==> config.mk <==
export PLATFORM = sky130hd
export DESIGN_NAME = elevator_car_controller
export DESIGN_NICKNAME = d
export VERILOG_FILES = /design/src/rtl/elevator_pkg.sv /design/src/rtl/elevator_car_controller_cycle_timer.sv /design/src/rtl/elevator_car_controller.sv
export SDC_FILE = /design/constraint.sdc
export NUM_CORES = 1
export LEC_CHECK = 0
export BUFFER_PORTS_ARGS = -buffer_cell sky130_fd_sc_hd__buf_2
export CORE_MARGIN = 2
export CORE_UTILIZATION = 35
export DETAILED_ROUTE_END_ITERATION = 10
export PLACE_DENSITY = 0.55
export SLEW_MARGIN = 20
export SYNTH_ARGS = -nofsm -noshare
export SYNTH_HDL_FRONTEND = slang
export SYNTH_SLANG_ARGS = --single-unit
==> constraint.sdc <==
create_clock -name clk -period 7.64 [get_ports clk]
set_input_delay 0.382 -clock clk [delete_from_list [all_inputs] [get_ports clk]]
set_output_delay 0.382 -clock clk [all_outputs]
set_load 0.02 [all_outputs]
==> src/rtl/elevator_pkg.sv <==
`default_nettype none
// ============================================================================
//  Module   : elevator_pkg
//  Purpose  : Shared types, sizes and request-scan helpers for the elevator
//             car controller.
//  Revision : 1.0  initial release
// ============================================================================
package elevator_pkg;

    localparam int FLOOR_W    = 4;
    localparam int MAX_FLOORS = 16;

    typedef enum logic [1:0] {
        IDLE      = 2'd0,
        MOVE_UP   = 2'd1,
        MOVE_DOWN = 2'd2,
        DOOR_OPEN = 2'd3
    } state_e;

    // True when any request sits strictly above the given floor.
    function automatic logic req_above(input logic [MAX_FLOORS-1:0] pend,
                                       input logic [FLOOR_W-1:0]    floor);
        logic r;
        r = 1'b0;
        for (int i = 0; i < MAX_FLOORS; i++) begin
            if (i > int'(floor)) begin
                r = r | pend[i];
            end
        end
        return r;
    endfunction

    // True when any request sits strictly below the given floor.
    function automatic logic req_below(input logic [MAX_FLOORS-1:0] pend,
                                       input logic [FLOOR_W-1:0]    floor);
        logic r;
        r = 1'b0;
        for (int i = 0; i < MAX_FLOORS; i++) begin
            if (i < int'(floor)) begin
                r = r | pend[i];
            end
        end
        return r;
    endfunction

endpackage
`default_nettype wire

==> src/rtl/elevator_car_controller_cycle_timer.sv <==
`default_nettype none
// ============================================================================
//  Module   : cycle_timer
//  Purpose  : Restartable cycle counter. A start pulse begins a run of LEN
//             cycles (count 0..LEN-1); busy is high for the whole run and
//             done flags the terminal count (meaningful only while busy).
//  Revision : 1.0  initial release
// ============================================================================
module cycle_timer #(
    parameter int LEN = 8
) (
    input  logic clk,
    input  logic rst,
    input  logic start,
    output logic busy,
    output logic done
);

    localparam int              CNT_W      = (LEN > 1) ? $clog2(LEN) : 1;
    localparam logic [CNT_W-1:0] c_last_cnt = CNT_W'(LEN - 1);

    logic [CNT_W-1:0] r_cnt_q;
    logic [CNT_W-1:0] w_cnt_d;
    logic             r_busy_q;
    logic             w_busy_d;

    // Next count: start (re)loads zero and wins over the terminal count.
    always_comb begin
        w_cnt_d  = r_cnt_q;
        w_busy_d = r_busy_q;
        if (start) begin
            w_cnt_d  = '0;
            w_busy_d = 1'b1;
        end else if (r_busy_q) begin
            if (r_cnt_q == c_last_cnt) begin
                w_cnt_d  = '0;
                w_busy_d = 1'b0;
            end else begin
                w_cnt_d = r_cnt_q + 1'b1;
            end
        end
    end

    // Counter and run-flag registers.
    always_ff @(posedge clk) begin
        if (rst) begin
            r_cnt_q  <= '0;
            r_busy_q <= 1'b0;
        end else begin
            r_cnt_q  <= w_cnt_d;
            r_busy_q <= w_busy_d;
        end
    end

    assign busy = r_busy_q;
    assign done = (r_cnt_q == c_last_cnt);

endmodule
`default_nettype wire

==> src/rtl/elevator_car_controller.sv <==
`default_nettype none
// ============================================================================
//  Module   : elevator_car_controller
//  Purpose  : Latches floor calls, schedules car travel in collective (SCAN)
//             order, times floor-to-floor travel and door dwell, and drives
//             the registered floor code and motion/door status.
//  Revision : 1.0  initial release
// ============================================================================
module elevator_car_controller
    import elevator_pkg::*;
#(
    parameter int NUM_FLOORS    = 10,
    parameter int TRAVEL_CYCLES = 8,
    parameter int DOOR_CYCLES   = 16
) (
    input  logic                  clk,
    input  logic                  rst,
    input  logic [NUM_FLOORS-1:0] call_req,
    output logic [FLOOR_W-1:0]    current_floor,
    output logic                  moving_up,
    output logic                  moving_down,
    output logic                  door_open,
    output logic [NUM_FLOORS-1:0] pending
);

    state_e                  r_state_q;
    state_e                  w_state_d;
    logic [FLOOR_W-1:0]      r_floor_q;
    logic [FLOOR_W-1:0]      w_floor_d;
    logic                    r_dir_up_q;
    logic                    w_dir_up_d;
    logic [NUM_FLOORS-1:0]   r_pending_q;
    logic [NUM_FLOORS-1:0]   w_pending_d;
    logic                    r_moving_up_q;
    logic                    r_moving_down_q;
    logic                    r_door_open_q;

    logic [MAX_FLOORS-1:0]   w_pend_ext;
    logic [MAX_FLOORS-1:0]   w_call_ext;
    logic [MAX_FLOORS-1:0]   w_clr;
    logic [MAX_FLOORS-1:0]   w_mask;
    logic [FLOOR_W-1:0]      w_floor_up;
    logic [FLOOR_W-1:0]      w_floor_dn;
    logic                    w_any_above;
    logic                    w_any_below;

    logic                    w_trav_start;
    logic                    w_trav_busy;
    logic                    w_trav_done;
    logic                    w_dwell_start;
    logic                    w_dwell_busy;
    logic                    w_dwell_done;

    // Floors beyond NUM_FLOORS read as zero so floor-indexed lookups stay in range.
    assign w_pend_ext  = MAX_FLOORS'(r_pending_q);
    assign w_call_ext  = MAX_FLOORS'(call_req);
    assign w_floor_up  = r_floor_q + 1'b1;
    assign w_floor_dn  = r_floor_q - 1'b1;
    assign w_any_above = req_above(w_pend_ext, r_floor_q);
    assign w_any_below = req_below(w_pend_ext, r_floor_q);

    cycle_timer #(
        .LEN   (TRAVEL_CYCLES)
    ) u_travel_timer (
        .clk   (clk),
        .rst   (rst),
        .start (w_trav_start),
        .busy  (w_trav_busy),
        .done  (w_trav_done)
    );

    cycle_timer #(
        .LEN   (DOOR_CYCLES)
    ) u_dwell_timer (
        .clk   (clk),
        .rst   (rst),
        .start (w_dwell_start),
        .busy  (w_dwell_busy),
        .done  (w_dwell_done)
    );

    // Scheduler: next state, floor, direction, request clears and timer starts.
    always_comb begin
        w_state_d     = r_state_q;
        w_floor_d     = r_floor_q;
        w_dir_up_d    = r_dir_up_q;
        w_clr         = '0;
        w_mask        = '0;
        w_trav_start  = 1'b0;
        w_dwell_start = 1'b0;
        case (r_state_q)
            IDLE: begin
                if (w_pend_ext[r_floor_q]) begin
                    w_state_d          = DOOR_OPEN;
                    w_clr[r_floor_q]   = 1'b1;
                    w_dwell_start      = 1'b1;
                end else if (w_any_above && (r_dir_up_q || !w_any_below)) begin
                    w_state_d    = MOVE_UP;
                    w_dir_up_d   = 1'b1;
                    w_trav_start = 1'b1;
                end else if (w_any_below) begin
                    w_state_d    = MOVE_DOWN;
                    w_dir_up_d   = 1'b0;
                    w_trav_start = 1'b1;
                end
            end
            MOVE_UP: begin
                if (w_trav_busy && w_trav_done) begin
                    w_floor_d = w_floor_up;
                    if (w_pend_ext[w_floor_up]) begin
                        w_state_d         = DOOR_OPEN;
                        w_clr[w_floor_up] = 1'b1;
                        w_dwell_start     = 1'b1;
                    end else if (req_above(w_pend_ext, w_floor_up)) begin
                        w_trav_start = 1'b1;
                    end else begin
                        w_state_d = IDLE;
                    end
                end
            end
            MOVE_DOWN: begin
                if (w_trav_busy && w_trav_done) begin
                    w_floor_d = w_floor_dn;
                    if (w_pend_ext[w_floor_dn]) begin
                        w_state_d         = DOOR_OPEN;
                        w_clr[w_floor_dn] = 1'b1;
                        w_dwell_start     = 1'b1;
                    end else if (req_below(w_pend_ext, w_floor_dn)) begin
                        w_trav_start = 1'b1;
                    end else begin
                        w_state_d = IDLE;
                    end
                end
            end
            DOOR_OPEN: begin
                // A call at the open floor extends the dwell instead of queueing.
                w_mask[r_floor_q] = 1'b1;
                if (w_call_ext[r_floor_q]) begin
                    w_dwell_start = 1'b1;
                end else if (w_dwell_busy && w_dwell_done) begin
                    w_state_d = IDLE;
                end
            end
            default: begin
                w_state_d = IDLE;
            end
        endcase
    end

    // Request latch: new calls set bits, a same-cycle clear wins.
    always_comb begin
        w_pending_d = (r_pending_q | (call_req & ~w_mask[NUM_FLOORS-1:0]))
                      & ~w_clr[NUM_FLOORS-1:0];
    end

    // State, position and registered status outputs.
    always_ff @(posedge clk) begin
        if (rst) begin
            r_state_q       <= IDLE;
            r_floor_q       <= '0;
            r_dir_up_q      <= 1'b1;
            r_pending_q     <= '0;
            r_moving_up_q   <= 1'b0;
            r_moving_down_q <= 1'b0;
            r_door_open_q   <= 1'b0;
        end else begin
            r_state_q       <= w_state_d;
            r_floor_q       <= w_floor_d;
            r_dir_up_q      <= w_dir_up_d;
            r_pending_q     <= w_pending_d;
            r_moving_up_q   <= (w_state_d == MOVE_UP);
            r_moving_down_q <= (w_state_d == MOVE_DOWN);
            r_door_open_q   <= (w_state_d == DOOR_OPEN);
        end
    end

    assign current_floor = r_floor_q;
    assign moving_up     = r_moving_up_q;
    assign moving_down   = r_moving_down_q;
    assign door_open     = r_door_open_q;
    assign pending       = r_pending_q;

endmodule
`default_nettype wire

==> metrics.txt, run 1 <==
Worst setup SP type=register; hold_ws=461 ps; slowest CP cell=dfxtp_1; Critical Path AT=4200 ps; measured slew at the worst slew-check pin=1030 ps; vias in the first global route=2772; total CTS buffers=5; Die Area=8770 µm²; CTS root buffer=clkbuf_8; drt wl/cell=19.7 µm; unrepaired setup endpoints after global routing=no; Skew-Pair Late Insertion Delay=290 ps; hpwl dp=6.58 mm; total grt overflow=0; antenna violations before repair=0; Sink Count=29; register area=581 µm²; total setup buffers inserted after CTS=0; Synth Cell Area=2810 µm²; Final Power=537 µW; Tmin final=4020 ps; final net count=397; Core Region=7770 µm²; critical path's largest stage delay=880 ps; Row Count=32; # DRC=0; Final setup viols=0; area occupied by multi-input gates=2030 µm²; WP data required=7820 ps; Max-Cap Viols=0; drt via density=6.32; H-tree levels=2; Max-slew headroom=31.3%; Hold-fix buffers, CTS=0; Total GRT Usage=21.6%; Die Span Y=93.6 µm; ys flop type=dfxtp_1; crit share post-route=52.6%; Reg-to-Reg Start=current_floor[1]; Setup CP Type=register to register; Hold Fails Final Rpt=0; CTS tree=yes; vias=2990; crit-path cells=inv_1 -> ha_1 -> mux4_2 -> and4_1 -> o31ai_1 -> nor2_1 -> a32o_1 -> a221oi_1; worst setup path endpoint=pending[0]; Post-synth EDFFs=0; I/O Buffers=28; non-filler cells in the finished layout=473; Leakage=0.00112 µW; DRT Pass-1 Iters=6; synthesized net count=391; Synth Warn #=0; Final Max Tran Viols=0; clock skew=10.4 ps; Synth cell types=67; CP startpoint=current_floor[1]; # IOs=29; Horiz. Die Dim=93.6 µm; mean post-synth cell area=7.73 µm²; pin count of the biggest net entering global routing=33; Fill cells=803; fraction of layout cells with a size suffix above 1=16.2%; Worst R2R Path Depth=8; worst vdd ir=69.8 µV; outcome=finished clean; RR Endpoint=pending[0]; Fmax=249 MHz; PD cells=177 nW/µm²; first-pass GRT wire length=14.9 mm; Worst Path Max Fanout=25; sequential area share after synthesis=20.6%; CP endpoint kind=register; CTS Buffer Depth=2; Placer Congestion=0.957; post-CTS resize count=0; post-route ant nets=0; Reg2Reg Setup Slack=3620 ps; # diodes=0; clock slew seen by the registers of the worst setup and hold paths=70 ps; DR iter-0 viols=417; Initial Utilization=36.2%; Min-Delay Path Class=primary input to register; setup TNS=0 ps; Syn Inst Count=364; Synth Register Bits=29; Layout area overhead=8.23%; placed insts=465; Post-Route WL=9.34 mm; asr flop ratio synth=0%
## state kept, by name, summed over array words and instances, names as in the netlist
signal,cells
pending,10
current_floor,4
u_dwell_timer.r_cnt_q,4
u_travel_timer.r_cnt_q,3
r_state_q,2
door_open,1
moving_down,1
moving_up,1
r_dir_up_q,1
u_dwell_timer.busy,1
u_travel_timer.busy,1
## cell type report
type	count	share of cell area, %
Clock buffer	5	2.26
Clock inverter	3	0.575
Inverter	14	1.73
Multi-Input combinational cell	289	66.8
Sequential cell	29	19.1
Tap cell	102	4.19
Timing Repair Buffer	31	5.34
## routing by layer
| metal | track usage (%) | vias up | wire length, µm | part of all wire [%] |
|---|---|---|---|---|
| met5 | 0 | - | 0 | 0 |
| met4 | 9.30 | 0 | 344 | 3.7 |
| met3 | 4.03 | 28 | 901 | 9.7 |
| met2 | 33.1 | 187 | 4000 | 43 |
| met1 | 29.7 | 1385 | 4090 | 44 |
| li1 | - | 1390 | - | - |
## metrics by stage
stage | utilization [%] | instance area (µm²) | worst slack (ps)
6_report | 39.2 | 3040 | 3620
5_1_grt | 39.2 | 3040 | 3310
3_5_place_dp | 38.1 | 2960 | 3720
4_1_cts | 39.2 | 3040 | 3710
2_1_floorplan | - | 2810 | 4030
3_3_place_gp | 38.1 | 2960 | 3820
## synthesized netlist by cell type (11+ instances only)
| library cell | n | area share (%) |
|---|---|---|
| mux2i_1 | 11 | 3.9 |
| a21oi_1 | 36 | 6.4 |
| nor2_1 | 23 | 3.1 |
| ha_1 | 15 | 6.7 |
| o21ai_0 | 11 | 2.0 |
| clkbuf_1 | 23 | 3.1 |
| nand2_1 | 28 | 3.7 |
| inv_1 | 14 | 1.9 |
| dfxtp_1 | 29 | 21 |
| nand3_1 | 17 | 3.0 |
| nor3_1 | 13 | 2.3 |
## logic make-up (layout without fill, tap and decap cells)
logic type               Yosys count  after routing  share of synthesized area [%]
AND/OR/NAND/NOR                  128            128                           24.1
AO/OA/AOI/OAI                    118            118                           29.6
buffers and inverters             46             53                           7.03
flip-flops                        29             29                           20.6
multiplexers                      20             20                           9.52
adder cells (fa/ha/maj)           15             15                           6.67
XOR/XNOR                           8              8                           2.49
## placed cells by master, fill, tap and decap left out, types with 4 or more instances in the layout
cell type  netlist  final
o211ai_1         4      4
and2_1           5      5
a21oi_1         36     36
nand3_1         17     17
xor2_1           4      4
nor3_1          13     13
mux2i_1         11     11
buf_2            5     28
dfxtp_1         29     29
a2111oi_0        4      4
nand2_1         28     28
mux4_2           5      5
inv_1           14     14
o31ai_1          5      5
and3_1           4      4
nor2b_1          7      7
ha_1            15     15
nor3b_1          5      5
a221oi_1         4      4
o21bai_1         4      4
xnor2_1          4      4
o21ai_0         11     11
mux2_2           4      4
a211oi_1         7      7
nor2_1          23     23
clkbuf_8         0      5
nand4_1          5      5
a311oi_1         6      6
## worst min path at each step
stage               cells past startpoint                      start  slack, ps                         to
detailed placement                      1  u_travel_timer.r_cnt_q[0]        490  u_travel_timer.r_cnt_q[0]
finish                                  3                call_req[0]        460                 pending[0]
CTS                                     3                call_req[0]        430                 pending[0]
floorplan                               1  u_travel_timer.r_cnt_q[0]        460  u_travel_timer.r_cnt_q[0]
global route                            3                call_req[0]        490                 pending[0]
global placement                        1  u_travel_timer.r_cnt_q[0]        480  u_travel_timer.r_cnt_q[0]
## power by group
group / internal (µW) / switching (µW)
combinational: 85.0 / 116
clock: 62.8 / 66.4
sequential: 173 / 33.3
## worst max-delay path, delay by kind of cell (launching register included)
kind                     cells  cell delay (ps)
AND/OR/NAND/NOR              2              400
flip-flops                   1              880
multiplexers                 1              550
buffers and inverters        1              300
adder cells (fa/ha/maj)      1              660
AO/OA/AOI/OAI                3             1130
(Power assumes the default switching activity.)
==> run 2, diff against run 1 <==
--- a/config.mk
+++ b/config.mk
@@ -9,7 +9,7 @@
 export CORE_MARGIN = 2
 export CORE_UTILIZATION = 35
 export DETAILED_ROUTE_END_ITERATION = 10
-export PLACE_DENSITY = 0.55
+export PLACE_DENSITY = 0.57
 export SLEW_MARGIN = 20
 export SYNTH_ARGS = -nofsm -noshare
 export SYNTH_HDL_FRONTEND = slang
==> constraint.sdc (replaced) <==
create_clock -name clk -period 3.55 [get_ports clk]
set_input_delay 0.1775 -clock clk [delete_from_list [all_inputs] [get_ports clk]]
set_output_delay 0.1775 -clock clk [all_outputs]
set_load 0.02 [all_outputs]
==> metrics.txt, run 2 (synthesis gave the netlist of run 1 again) <==
outcome=finished clean; Final Max Tran Viols=0 (unchanged); Total GRT Usage=22.5% (+0.85 points); CP top delay family=compound AO/OA/AOI/OAI gates; CP endpoint kind=register; # IOs=29 (unchanged); crit-path cells=inv_1 -> ha_1 -> mux4_2 -> and4_1 -> o31ai_1 -> a21oi_1 -> o311ai_1 -> nor3b_1; Row Count=32 (unchanged); Initial Utilization=36.2% (unchanged); Min-Delay Path Class=primary input to register; Hold Fails Final Rpt=0 (unchanged); CTS Buffer Depth=2 (unchanged); Max-Cap Viols=0 (unchanged); area occupied by multi-input gates=2030 µm² (unchanged); drt wl/cell=19.9 µm (+0.63%); DRT Pass-1 Iters=5 (-1); H-tree levels=2 (unchanged); Hold-fix buffers, CTS=0 (unchanged); most frequent cells in the layout=36 x a21oi_1, 28 x nand2_1, 28 x dfxtp_1, 28 x buf_2, 23 x nor2_1; Worst Path Max Fanout=9 (-64%); Worst setup SP type=register; setup TNS=0 ps (unchanged); vias=3033 (+1.4%); worst setup slack after layout=495 ps (-3130 ps); WL met3=816 µm (-9.4%); pin count of the biggest net entering global routing=26 (-21%); hpwl dp=6.89 mm (+4.7%); Placement Setup Slack=537 ps (-3180 ps); worst vdd ir=124 µV (+77%); Die Area=8770 µm² (unchanged); I/O Buffers=28 (unchanged); PD cells=375 nW/µm² (+110%); Skew-Pair Late Insertion Delay=280 ps (about the same); Placed Area=3020 µm² (+2.1%); top sig layer=met4; DR iter-0 viols=313 (-25%); total setup buffers inserted after CTS=0 (unchanged); Placer Congestion=0.962 (+0.48%); final net count=405 (+2.0%); Final setup viols=0 (unchanged); Tmin final=3060 ps (-964 ps); vias in the first global route=2729 (-1.6%); Final Power=1170 µW (+120%); most common cell after layout, fill and taps aside=a21oi_1; post-route ant nets=0 (unchanged); Core Region=7770 µm² (unchanged); Fill cells=831 (+3.5%); # diodes=0 (unchanged); Setup CP Type=register to register; Post-Route WL=9.55 mm (+2.3%); critical path's largest stage delay=520 ps (-360 ps); design area=3110 µm² (+2.0%); Max-slew headroom=52.9% (+22 points); Critical Path AT=3260 ps (-940 ps); first-pass GRT wire length=15.2 mm (+2.5%); register area=582 µm² (+0.22%); Horiz. Die Dim=93.6 µm (unchanged); max reg flops=10 (unchanged); Buf+Inv Stages, Crit Path=1 (unchanged); clock slew seen by the registers of the worst setup and hold paths=70 ps (about the same); WP data required=3750 ps (-4070 ps); total grt overflow=0 (unchanged); CTS tree=yes; unrepaired setup endpoints after global routing=no; Die Span Y=93.6 µm (unchanged); Layout area overhead=10.4%; WL met1=4.27 mm (+4.5%); measured slew at the worst slew-check pin=706 ps (-322 ps); total CTS buffers=5 (unchanged); detailed route wirelength on metal2=4.19 mm (+4.8%); Sink Count=29 (unchanged); antenna violations before repair=0 (unchanged); Fmax=327 MHz (+32%); # DRC=0 (unchanged); crit share post-route=86.1% (+33 points); clock skew=5.10 ps (-5.34 ps); CTS root buffer=clkbuf_8; slowest CP cell=o31ai_1; post-CTS resize count=0 (unchanged); fraction of layout cells with a size suffix above 1=18.2% (+2.0 points); drt via density=6.31 (-0.25%); Leakage=0.00116 µW (+3.8%)
## run 2: cell types whose count changed in the layout (fill, tap and decap cells not counted)
cell,previous run,this run
dfxtp_1,29,28
dfxtp_2,0,1
buf_4,3,11
## run 2: routing by layer
layer  vias to the layer above  GRT usage [%]
li1                       1405              -
met1                      1440           32.3
met2                       163           33.3
met3                        25           4.03
met4                         0           8.57
met5                         -              0
## run 2: area by class of cell
type / instances / share of cell area [%]
Clock inverter: 3 / 0.564
Sequential cell: 29 / 18.7
Clock buffer: 5 / 2.22
Multi-Input combinational cell: 289 / 65.5
Timing Repair Buffer: 39 / 7.17
Tap cell: 102 / 4.11
Inverter: 14 / 1.69
## run 2: where the power goes
group / switching [µW] / total (µW) / internal (µW) / leakage (µW)
Sequential: 64.1 / 437 / 373 / 0.000239
Combinational: 265 / 456 / 191 / 0.000877
Clock: 138 / 273 / 135 / 0.0000439
Total: 467 / 1170 / 699 / 0.00116
## run 2: worst paths after layout
check | startpoint | to | slack, ps | cells after the start
setup / recovery | current_floor[0] | moving_up | 490 | 8
hold / removal | call_req[0] | pending[0] | 270 | 3
setup reg to reg | current_floor[0] | moving_up | 490 | 8
hold reg to reg | u_travel_timer.r_cnt_q[0] | u_travel_timer.r_cnt_q[0] | 510 | 1
## run 2: stage by stage
stage,util (%),instances,hold WS (ps)
floorplan,-,364,375
global placement,38.9,473,475
detailed placement,38.9,473,501
CTS,40.0,481,261
global route,40.0,481,281
finish,40.0,481,270
## run 2: worst reg2reg max path: cells and delay by family (launching register included)
family                     cells  cell delay (ps)
and+or+nand+nor                2              460
muxes                          1              510
AOI/OAI and AO/OA              3             1090
adders and majority gates      1              350
buffers and inverters          1              140
DFF                            1              410
